==> config.mk <==
export PLATFORM = sky130hd
export DESIGN_NAME = display_char_scheduler
export DESIGN_NICKNAME = d
export VERILOG_FILES = /design/src/rtl/display_char_scheduler.sv
export SDC_FILE = /design/constraint.sdc
export NUM_CORES = 1
export LEC_CHECK = 0
export CORE_ASPECT_RATIO = 0.6
export CORE_UTILIZATION = 45
export CTS_CLUSTER_DIAMETER = 60
export CTS_CLUSTER_SIZE = 12
export DETAILED_ROUTE_END_ITERATION = 6
export HOLD_SLACK_MARGIN = 0.03
export PLACE_DENSITY = 0.67
export SYNTH_ARGS = -nofsm -noshare
export SYNTH_HDL_FRONTEND = slang
export SYNTH_SLANG_ARGS = --single-unit
==> constraint.sdc <==
create_clock -name sys_clock -period 3.7 [get_ports sys_clock]
set_clock_uncertainty 0.1 [all_clocks]
set_input_delay 0.74 -clock sys_clock [delete_from_list [all_inputs] [get_ports sys_clock]]
set_output_delay 0.74 -clock sys_clock [all_outputs]
set_load 0.1 [all_outputs]
==> src/rtl/display_char_scheduler.sv <==
// Character scheduler for the terminal display: two requesters share a small FIFO,
// entries are replayed through the display's frame-paced ready/w_en handshake, and full-frame clears are sequenced.
module display_char_scheduler #(
    parameter int DEPTH     = 16,
    parameter int CLR_TICKS = 119928
) (
    input  logic                   sys_clock,
    input  logic                   reset,
    input  logic                   pixel_clken,
    input  logic                   cpu_clken,
    input  logic                   a_valid,
    input  logic [6:0]             a_data,
    output logic                   a_ready,
    input  logic                   b_valid,
    input  logic [6:0]             b_data,
    output logic                   b_ready,
    input  logic                   clr_req,
    input  logic                   disp_ready,
    output logic                   disp_w_en,
    output logic                   disp_address,
    output logic [7:0]             disp_din,
    output logic                   disp_clr_screen,
    output logic [$clog2(DEPTH):0] fifo_count,
    output logic                   busy
);
    localparam int AW = $clog2(DEPTH);
    localparam int CW = (CLR_TICKS > 1) ? $clog2(CLR_TICKS) : 1;
    localparam logic [AW:0]   FULL_CNT = (AW+1)'(DEPTH);
    localparam logic [AW:0]   CNT_ONE  = (AW+1)'(1);
    localparam logic [AW-1:0] PTR_ONE  = AW'(1);
    localparam logic [CW-1:0] CLR_LAST = CW'(CLR_TICKS - 1);
    localparam logic [CW-1:0] CLR_ONE  = CW'(1);

    typedef enum logic [1:0] {
        IDLE    = 2'd0,
        PRESENT = 2'd1,
        SETTLE  = 2'd2,
        CLEAR   = 2'd3
    } state_t;

    state_t        state, state_nxt;
    logic [6:0]    mem [DEPTH];
    logic [AW-1:0] wr_ptr, rd_ptr;
    logic          rr_last_b;
    logic          clr_pend, clr_pend_nxt;
    logic [CW-1:0] clr_cnt, clr_cnt_nxt;
    logic          full, empty;
    logic          push_a, push_b, push, pop;
    logic [6:0]    push_data, head;
    logic          accept, clr_eff;
    logic          w_en_nxt, load_head;

    // Push side: round-robin between the CPU and the host injector
    always_comb begin
        full      = (fifo_count == FULL_CNT);
        empty     = (fifo_count == '0);
        a_ready   = ~full & (~b_valid | rr_last_b);
        b_ready   = ~full & (~a_valid | ~rr_last_b);
        push_a    = a_valid & a_ready;
        push_b    = b_valid & b_ready & ~push_a;
        push      = push_a | push_b;
        push_data = push_a ? a_data : b_data;
    end

    assign head         = mem[rd_ptr];
    assign disp_address = 1'b0;
    assign busy         = full | (state == CLEAR);
    assign accept       = disp_w_en & disp_ready & pixel_clken & cpu_clken;
    assign clr_eff      = clr_req | clr_pend;

    // Output sequencer: next state, strobe and clear-counter updates
    always_comb begin
        state_nxt   = state;
        w_en_nxt    = disp_w_en;
        clr_cnt_nxt = '0;
        load_head   = 1'b0;
        pop         = 1'b0;
        unique case (state)
            IDLE: begin
                if (clr_eff) begin
                    state_nxt = CLEAR;
                end else if (!empty) begin
                    state_nxt = PRESENT;
                    w_en_nxt  = 1'b1;
                    load_head = 1'b1;
                end
            end
            PRESENT: begin
                if (accept) begin
                    pop       = 1'b1;
                    w_en_nxt  = 1'b0;
                    state_nxt = clr_eff ? CLEAR : SETTLE;
                end else if (clr_eff) begin
                    w_en_nxt  = 1'b0;
                    state_nxt = CLEAR;
                end
            end
            SETTLE: begin
                if (clr_eff) begin
                    state_nxt = CLEAR;
                end else if (!empty) begin
                    state_nxt = PRESENT;
                    w_en_nxt  = 1'b1;
                    load_head = 1'b1;
                end else begin
                    state_nxt = IDLE;
                end
            end
            CLEAR: begin
                w_en_nxt    = 1'b0;
                clr_cnt_nxt = clr_cnt;
                if (clr_req) begin
                    clr_cnt_nxt = '0;
                end else if (pixel_clken) begin
                    if (clr_cnt == CLR_LAST) begin
                        clr_cnt_nxt = '0;
                        state_nxt   = IDLE;
                    end else begin
                        clr_cnt_nxt = clr_cnt + CLR_ONE;
                    end
                end
            end
        endcase
        // A request not consumed by entering CLEAR this cycle stays pending
        clr_pend_nxt = clr_eff & (state_nxt != CLEAR);
    end

    always_ff @(posedge sys_clock or posedge reset) begin
        if (reset) begin
            state           <= IDLE;
            wr_ptr          <= '0;
            rd_ptr          <= '0;
            fifo_count      <= '0;
            rr_last_b       <= 1'b1;
            clr_pend        <= 1'b0;
            clr_cnt         <= '0;
            disp_w_en       <= 1'b0;
            disp_din        <= 8'h00;
            disp_clr_screen <= 1'b0;
        end else begin
            state           <= state_nxt;
            clr_pend        <= clr_pend_nxt;
            clr_cnt         <= clr_cnt_nxt;
            disp_w_en       <= w_en_nxt;
            disp_clr_screen <= (state_nxt == CLEAR);
            if (load_head) begin
                disp_din <= {1'b0, head};
            end
            if (push) begin
                wr_ptr    <= wr_ptr + PTR_ONE;
                rr_last_b <= push_b;
            end
            if (pop) begin
                rd_ptr <= rd_ptr + PTR_ONE;
            end
            unique case ({push, pop})
                2'b10:   fifo_count <= fifo_count + CNT_ONE;
                2'b01:   fifo_count <= fifo_count - CNT_ONE;
                default: fifo_count <= fifo_count;
            endcase
        end
    end

    // Storage carries data only and is left out of reset
    always_ff @(posedge sys_clock) begin
        if (push) begin
            mem[wr_ptr] <= push_data;
        end
    end

endmodule

== After elaboration in Yosys (flattened, before gate mapping) ==
Memories as Yosys holds them, arrays and structs flattened. A register that Yosys moved wholly into a read port is not among the register bits.
Cells that the tools add are included.
W data, S select, Z words.

* Memory bits (writable): 112
* Word-level logic and storage cells: 81
* Memories: 1
* Bits in registers: 36
* Output and inout port bits: 19
* Input bits: 22

{| class="wikitable"
|+ Memory list
! memory !! depth !! width !! rd ports !! clocked after memory_dff !! write ports !! line !! text
|-
| mem || 16 || 7 || 1 || 1 || 1 || 42 || <nowiki>logic [6:0] mem [DEPTH];</nowiki>
|}

* Equality and inequality tests: 13
* $add $sub $neg: 5
* Bitwise gates (word level): 19
* Muxes and demuxes: 29
* Reductions and logical operators: 5

{| class="wikitable"
|+ Operators with widths
! cell !! count
|-
| $mux W17 || 4
|-
| $add A17 B1 Y17 const B || 1
|-
| $eq A17 B17 Y1 const B || 1
|-
| $mux W2 || 8
|-
| $mux W1 || 13
|-
| $pmux W5 S2 || 1
|-
| $and A1 B1 Y1 || 9
|-
| $add A4 B1 Y4 const B || 2
|-
| $eq A2 B2 Y1 const B || 4
|-
| $pmux W2 S4 || 1
|-
| $mux W7 || 1
|-
| $ne A2 B2 Y1 const B || 3
|-
| $ne A3 B3 Y1 const B || 2
|-
| $add A5 B1 Y5 const B || 1
|-
| $eq A5 B5 Y1 const B || 1
|-
| $logic_not A5 Y1 || 1
|-
| $not A1 Y1 || 5
|-
| $or A1 B1 Y1 || 5
|-
| $sub A5 B1 Y5 const B || 1
|-
| $eq A2 B1 Y1 const B || 2
|-
| $pmux W1 S3 || 1
|-
| $reduce_and A3 Y1 || 1
|-
| $logic_not A2 Y1 || 1
|-
| $reduce_bool A2 Y1 || 1
|-
| $reduce_or A2 Y1 || 1
|}

== Logic depth before layout (Yosys ltp) ==
* Depth after elaboration: 9
* Gate-level depth with buffers: 13

== Least setup slack after synthesis ==
Ideal clock, no wire load.

* Path type: register -> register
* Start: reg fifo_count[0]
* End: reg fifo_count[4]
* Path slack: 0.115 ns
* Clock period less this slack: 3.585 ns
* Cell stages (with the launch flop): 14
* Required time: 3.439 ns
* Arrival time: 3.324 ns
* Cells stage by stage: dfrtp_1 > nor4_4 > nand2_2 > o21a_1 > buf_2 > inv_1 > ha_1 > inv_1 > fa_1 > nor2b_1 > o21ai_0 > nand3_1 > or3b_2 > xnor2_1

* Cells in the longest elaborated chain, start to end: 9

{| class="wikitable"
|+ Ends and longest elaborated chain
! what !! line !! text
|-
| start, declared || 23 || <nowiki>output logic [$clog2(DEPTH):0] fifo_count,</nowiki>
|-
| start signal, assigned || 157 || <nowiki>2'b10: fifo_count <= fifo_count + CNT_ONE;</nowiki>
|-
| start signal, assigned || 158 || <nowiki>2'b01: fifo_count <= fifo_count - CNT_ONE;</nowiki>
|-
| start signal, assigned || 159 || <nowiki>default: fifo_count <= fifo_count;</nowiki>
|-
| $eq A5 B5 Y1 || 55 || <nowiki>full = (fifo_count == FULL_CNT);</nowiki>
|-
| $not A1 Y1 || 57, 58 ||
|-
| $and A1 B1 Y1 || 57 || <nowiki>a_ready = ~full & (~b_valid | rr_last_b);</nowiki>
|-
| $and A1 B1 Y1 || 59 || <nowiki>push_a = a_valid & a_ready;</nowiki>
|-
| $not A1 Y1 || 60 || <nowiki>push_b = b_valid & b_ready & ~push_a;</nowiki>
|-
| $and A1 B1 Y1 || 60 ||
|-
| $or A1 B1 Y1 || 61 || <nowiki>push = push_a | push_b;</nowiki>
|-
| $eq A2 B1 Y1 or $eq A2 B2 Y1 (tied branches) || 156 || <nowiki>unique case ({push, pop})</nowiki>
|-
| $pmux W5 S2 or $reduce_bool A2 Y1 (tied branches) || - ||
|}

Parallel ways exist; a longest one is shown, timed or not.
A chain may end at the register's enable or synchronous reset.

== Worst setup path after layout ==
Same ends and word-level chain as after synthesis.

==> run summary <==
The fraction of power spent switching nets came out at 30.07%. The critical path goes through nor4_4 > buf_4 > nand2_2 > o21a_1 > inv_1 > ha_1 > inv_1 > fa_1 > nor2b_1 > o21ai_0 > nand3_1 > or3b_2 > xnor2_1. The final routed DRC violation total came out at 0.

The internal power component was 3.586 mW. Reported leakage power: 2.787 nW. In this run the remaining antenna-violating nets after routing total 0.

The cell area that synthesis handed to floorplanning was 6685 um2. Synthesis instantiated 55 different standard cells from the library. The run finished with clean final reports. The count of max-cap constraint violations is 0, and the detailed-route wire length is 13570 um. STA classifies the critical path startpoint as a flip-flop. The H-tree was split into 4 levels.

The peak-usage layer in the global routing report is met1. Maximum resistive drop on vdd: 0.6788 mV. The worst path in the final design needs a cycle of 3.107 ns, including I/O delays and setup. After floorplanning, the core was sized to cover 14510 um2. The max-slew violation count is 0.

The number of buffers added on ports came out at 38. TritonCTS built the clock tree. Once the floorplan was initialized, standard cells occupied 46.08% of the core. The tools report the number of iterations in the first detailed-routing pass as 5.

For this block, the via count after detailed routing is 3891. Cell area power density: 646.9 nW/um2. Among cell families on the critical path, the largest total delay comes from simple AND/OR/NAND/NOR gates. Of all flip-flops after synthesis, the portion carrying an async set or reset was 27.74%. For this run, the number of Yosys warnings is 0. The clock passes through at most 2 buffers.

The initial antenna violation count is 0, and the violation count after the first detailed-routing iteration is 367. Of all nets on the critical path, the largest fanout is 5. On the worst path, the slowest cell contributes a delay of 0.47 ns. For the net count reported at finish, the log shows 521.

For met2 alone, demand over resource in global routing was 27.78%. Final hold analysis gives a worst-case slack of 0.4327 ns. The area growth from synthesis to layout is 18.59%. The worst path buffer plus inverter count is 3, and the worst path required time is 3.90 ns. The largest individual stage delay along the critical path comes from the cell dfrtp_1. The number of flops mapped to enable cells by yosys was 112. For this design the total switching power over the nets is 1.542 mW. The most used flip-flop cell after synthesis is edfxtp_1. Synthesis inferred 155 register bits. The run gives 3721 as the via count of the first global-routing pass. The repair_antennas step left the layout with diodes totalling 0.

In the final timing run, aggregate negative setup slack is 0 ns. The min-delay analysis places its worst path in the category reg2reg. The die covers 15360 um2. In this run, CTS created clock tree buffers numbering 17. The worst setup path is captured at a flip-flop. The run gives 0 as the total overflow reported by the global router. The total of cells resized after clock tree synthesis was 0; the mean area per synthesized cell was 15.40 um2. 41 I/O pins were placed. The sink count of the clock tree came out at 155.

Setup repair after global routing left no endpoint under its margin. The logs give 1141 for the filler cell count and 34.98% for the relative slew slack. The placement row count is 34, and the total global routing track utilization is 19.09%. The clock network is responsible for 35.7% of the overall power. Number of failing hold endpoints at the final stage: 0. The root buffer selected by CTS was clkbuf_16.

For the pin with the worst max-slew slack, the measured transition is 0.9722 ns. The cell that appears most often on the critical path is inv_1. The final setup violation count came out at 0. The routed length per instance came out at 19.41 um.

The clock transition time at the flip-flop clock pins of the worst setup and hold paths is 0.06 ns, and the met3 layer usage reported by global route is 4.353%. Entering global routing, the biggest net connects 28 pins. The share of post-route cells with drive strength above 1 is 21.96%, and the sequential cell fraction of total power is 44.9%. The logs give 21040 um for the first-pass GRT wire length and 3.31 ns for the arrival time at the worst endpoint. The detailed-route vias per instance is 5.567, and the met1 usage in global routing is 28.23%. Type of the setup path with the least slack: reg2reg. The clock reaches the later pin of the worst-skew pair after 0.42 ns. Post-CTS setup repair buffer count: 0. The number of hold buffers added after CTS was 0.

The width of the chip came out at 159.4 um. The die height is 96.41 um, and the detailed-placement wirelength estimate is 9168 um. Derived from the worst setup path, the maximum achievable clock frequency is 0.3219 GHz. The final critical path takes up 83.96% of the cycle. The tools report the share of power burned in combinational logic as 19.4%. After technology mapping, the gate count stands at 434. Routability-driven placement finished with a final weighted congestion of 0.8811.

After synthesis, flip-flops and latches occupy 66.42% of the total area.
## path summary, 6_finish.rpt
kind                                    start       endpoint  slack (ns)  cells after the start
worst max-delay path            fifo_count[0]  fifo_count[4]        0.59                     13
worst min-delay path               clr_cnt[6]     clr_cnt[6]        0.43                      2
worst max register to register  fifo_count[0]  fifo_count[4]        0.59                     13
worst min register to register     clr_cnt[6]     clr_cnt[6]        0.43                      2
max in group asynchronous               reset      rr_last_b        2.14                      3
min in group asynchronous               reset    clr_cnt[15]        0.63                      2
## layout by cell type, fill, tap and decap left out, drive strengths merged, types with 5 or more instances in the layout
| cell type | synthesis | final |
|---|---|---|
| nor3 | 7 | 7 |
| clkbuf | 7 | 18 |
| xnor2 | 9 | 9 |
| edfxtp | 112 | 112 |
| o21ai | 10 | 10 |
| ha | 10 | 10 |
| or3 | 5 | 5 |
| dfrtp | 42 | 42 |
| nand3 | 15 | 15 |
| mux2 | 15 | 15 |
| inv | 12 | 15 |
| xor2 | 6 | 6 |
| clkdlybuf4s50 | 0 | 31 |
| nand4 | 11 | 11 |
| mux4 | 28 | 28 |
| nand2 | 39 | 39 |
| a21oi | 14 | 14 |
| o22ai | 14 | 14 |
| buf | 13 | 23 |
| nor2 | 23 | 23 |
## layer usage
layer  share of wire [%]  up-vias
met3                 5.8       14
li1                    -     1781
met5                   0        -
met1                  49     1973
met4                 1.1        0
met2                  44      123
## final cells by class
cell class	count	area [um2]	area share, %
Sequential cell	155	4442	56.03
Inverter	12	45.04	0.5682
Clock buffer	18	429.2	5.414
Multi-Input combinational cell	248	2088	26.34
Tap cell	198	247.7	3.125
Timing Repair Buffer	54	483.0	6.092
Clock inverter	14	192.7	2.431
## through the flow
step	power (mW)	std cells	cell area [um2]	setup WS [ns]	utilization [%]
floorplan	3.019	435	6689	0.1148	-
global placement	3.291	667	7306	0.2091	50.36
detailed placement	3.335	667	7306	0.1716	50.36
CTS	5.158	699	7928	0.5975	54.65
global route	5.330	699	7928	0.3700	54.65
finish	5.129	699	7928	0.5935	54.65
## power groups by stage
stage | Clock, mW | Sequential [mW] | Combinational (mW)
after floorplan | 0 | 2.50 | 0.516
after global placement | 0 | 2.31 | 0.978
after detailed placement | 0 | 2.33 | 1.00
after CTS | 1.85 | 2.30 | 1.00
after global routing | 1.93 | 2.32 | 1.07
final | 1.83 | 2.30 | 0.995
## cells by family (layout without fill, tap and decap cells)
logic type / after synthesis / after routing / synth area share, %
fa+ha+maj: 11 / 11 / 2.171
buf+inv: 32 / 98 / 2.396
simple gates: 123 / 123 / 9.545
mux: 44 / 44 / 12.17
xor+xnor: 15 / 15 / 1.965
other cells: 1 / 2 / 0.05609
compound gates: 53 / 53 / 5.278
flops: 155 / 155 / 66.42
## Yosys cell counts (all sizes together), types with 5 or more instances
library cell / instances / area [um2]
a21oi: 14 / 70.07
buf: 13 / 87.59
clkbuf: 7 / 27.52
dfrtp: 42 / 1051
edfxtp: 112 / 3363
ha: 10 / 125.1
inv: 12 / 45.04
mux2: 15 / 168.9
mux4: 28 / 634.4
nand2: 39 / 153.9
nand3: 15 / 75.07
nand4: 11 / 68.82
nor2: 23 / 88.84
nor3: 7 / 40.04
o21ai: 10 / 50.05
o22ai: 14 / 87.58
or3: 5 / 36.28
xnor2: 9 / 78.83
xor2: 6 / 52.55
## tightest hold or removal path, stage by stage (launching register included)
cell	delay, ns
dfrtp_1	0.38
nand2_1	0.05
o21ai_0	0.06
## registers in the layout (all words and copies together) (netlist names), 2 cells and up
name	flops
clr_cnt	17
disp_din	7
fifo_count	5
mem	112
rd_ptr	4
state	2
wr_ptr	4
No activity file was read; power rests on OpenSTA's default activity.
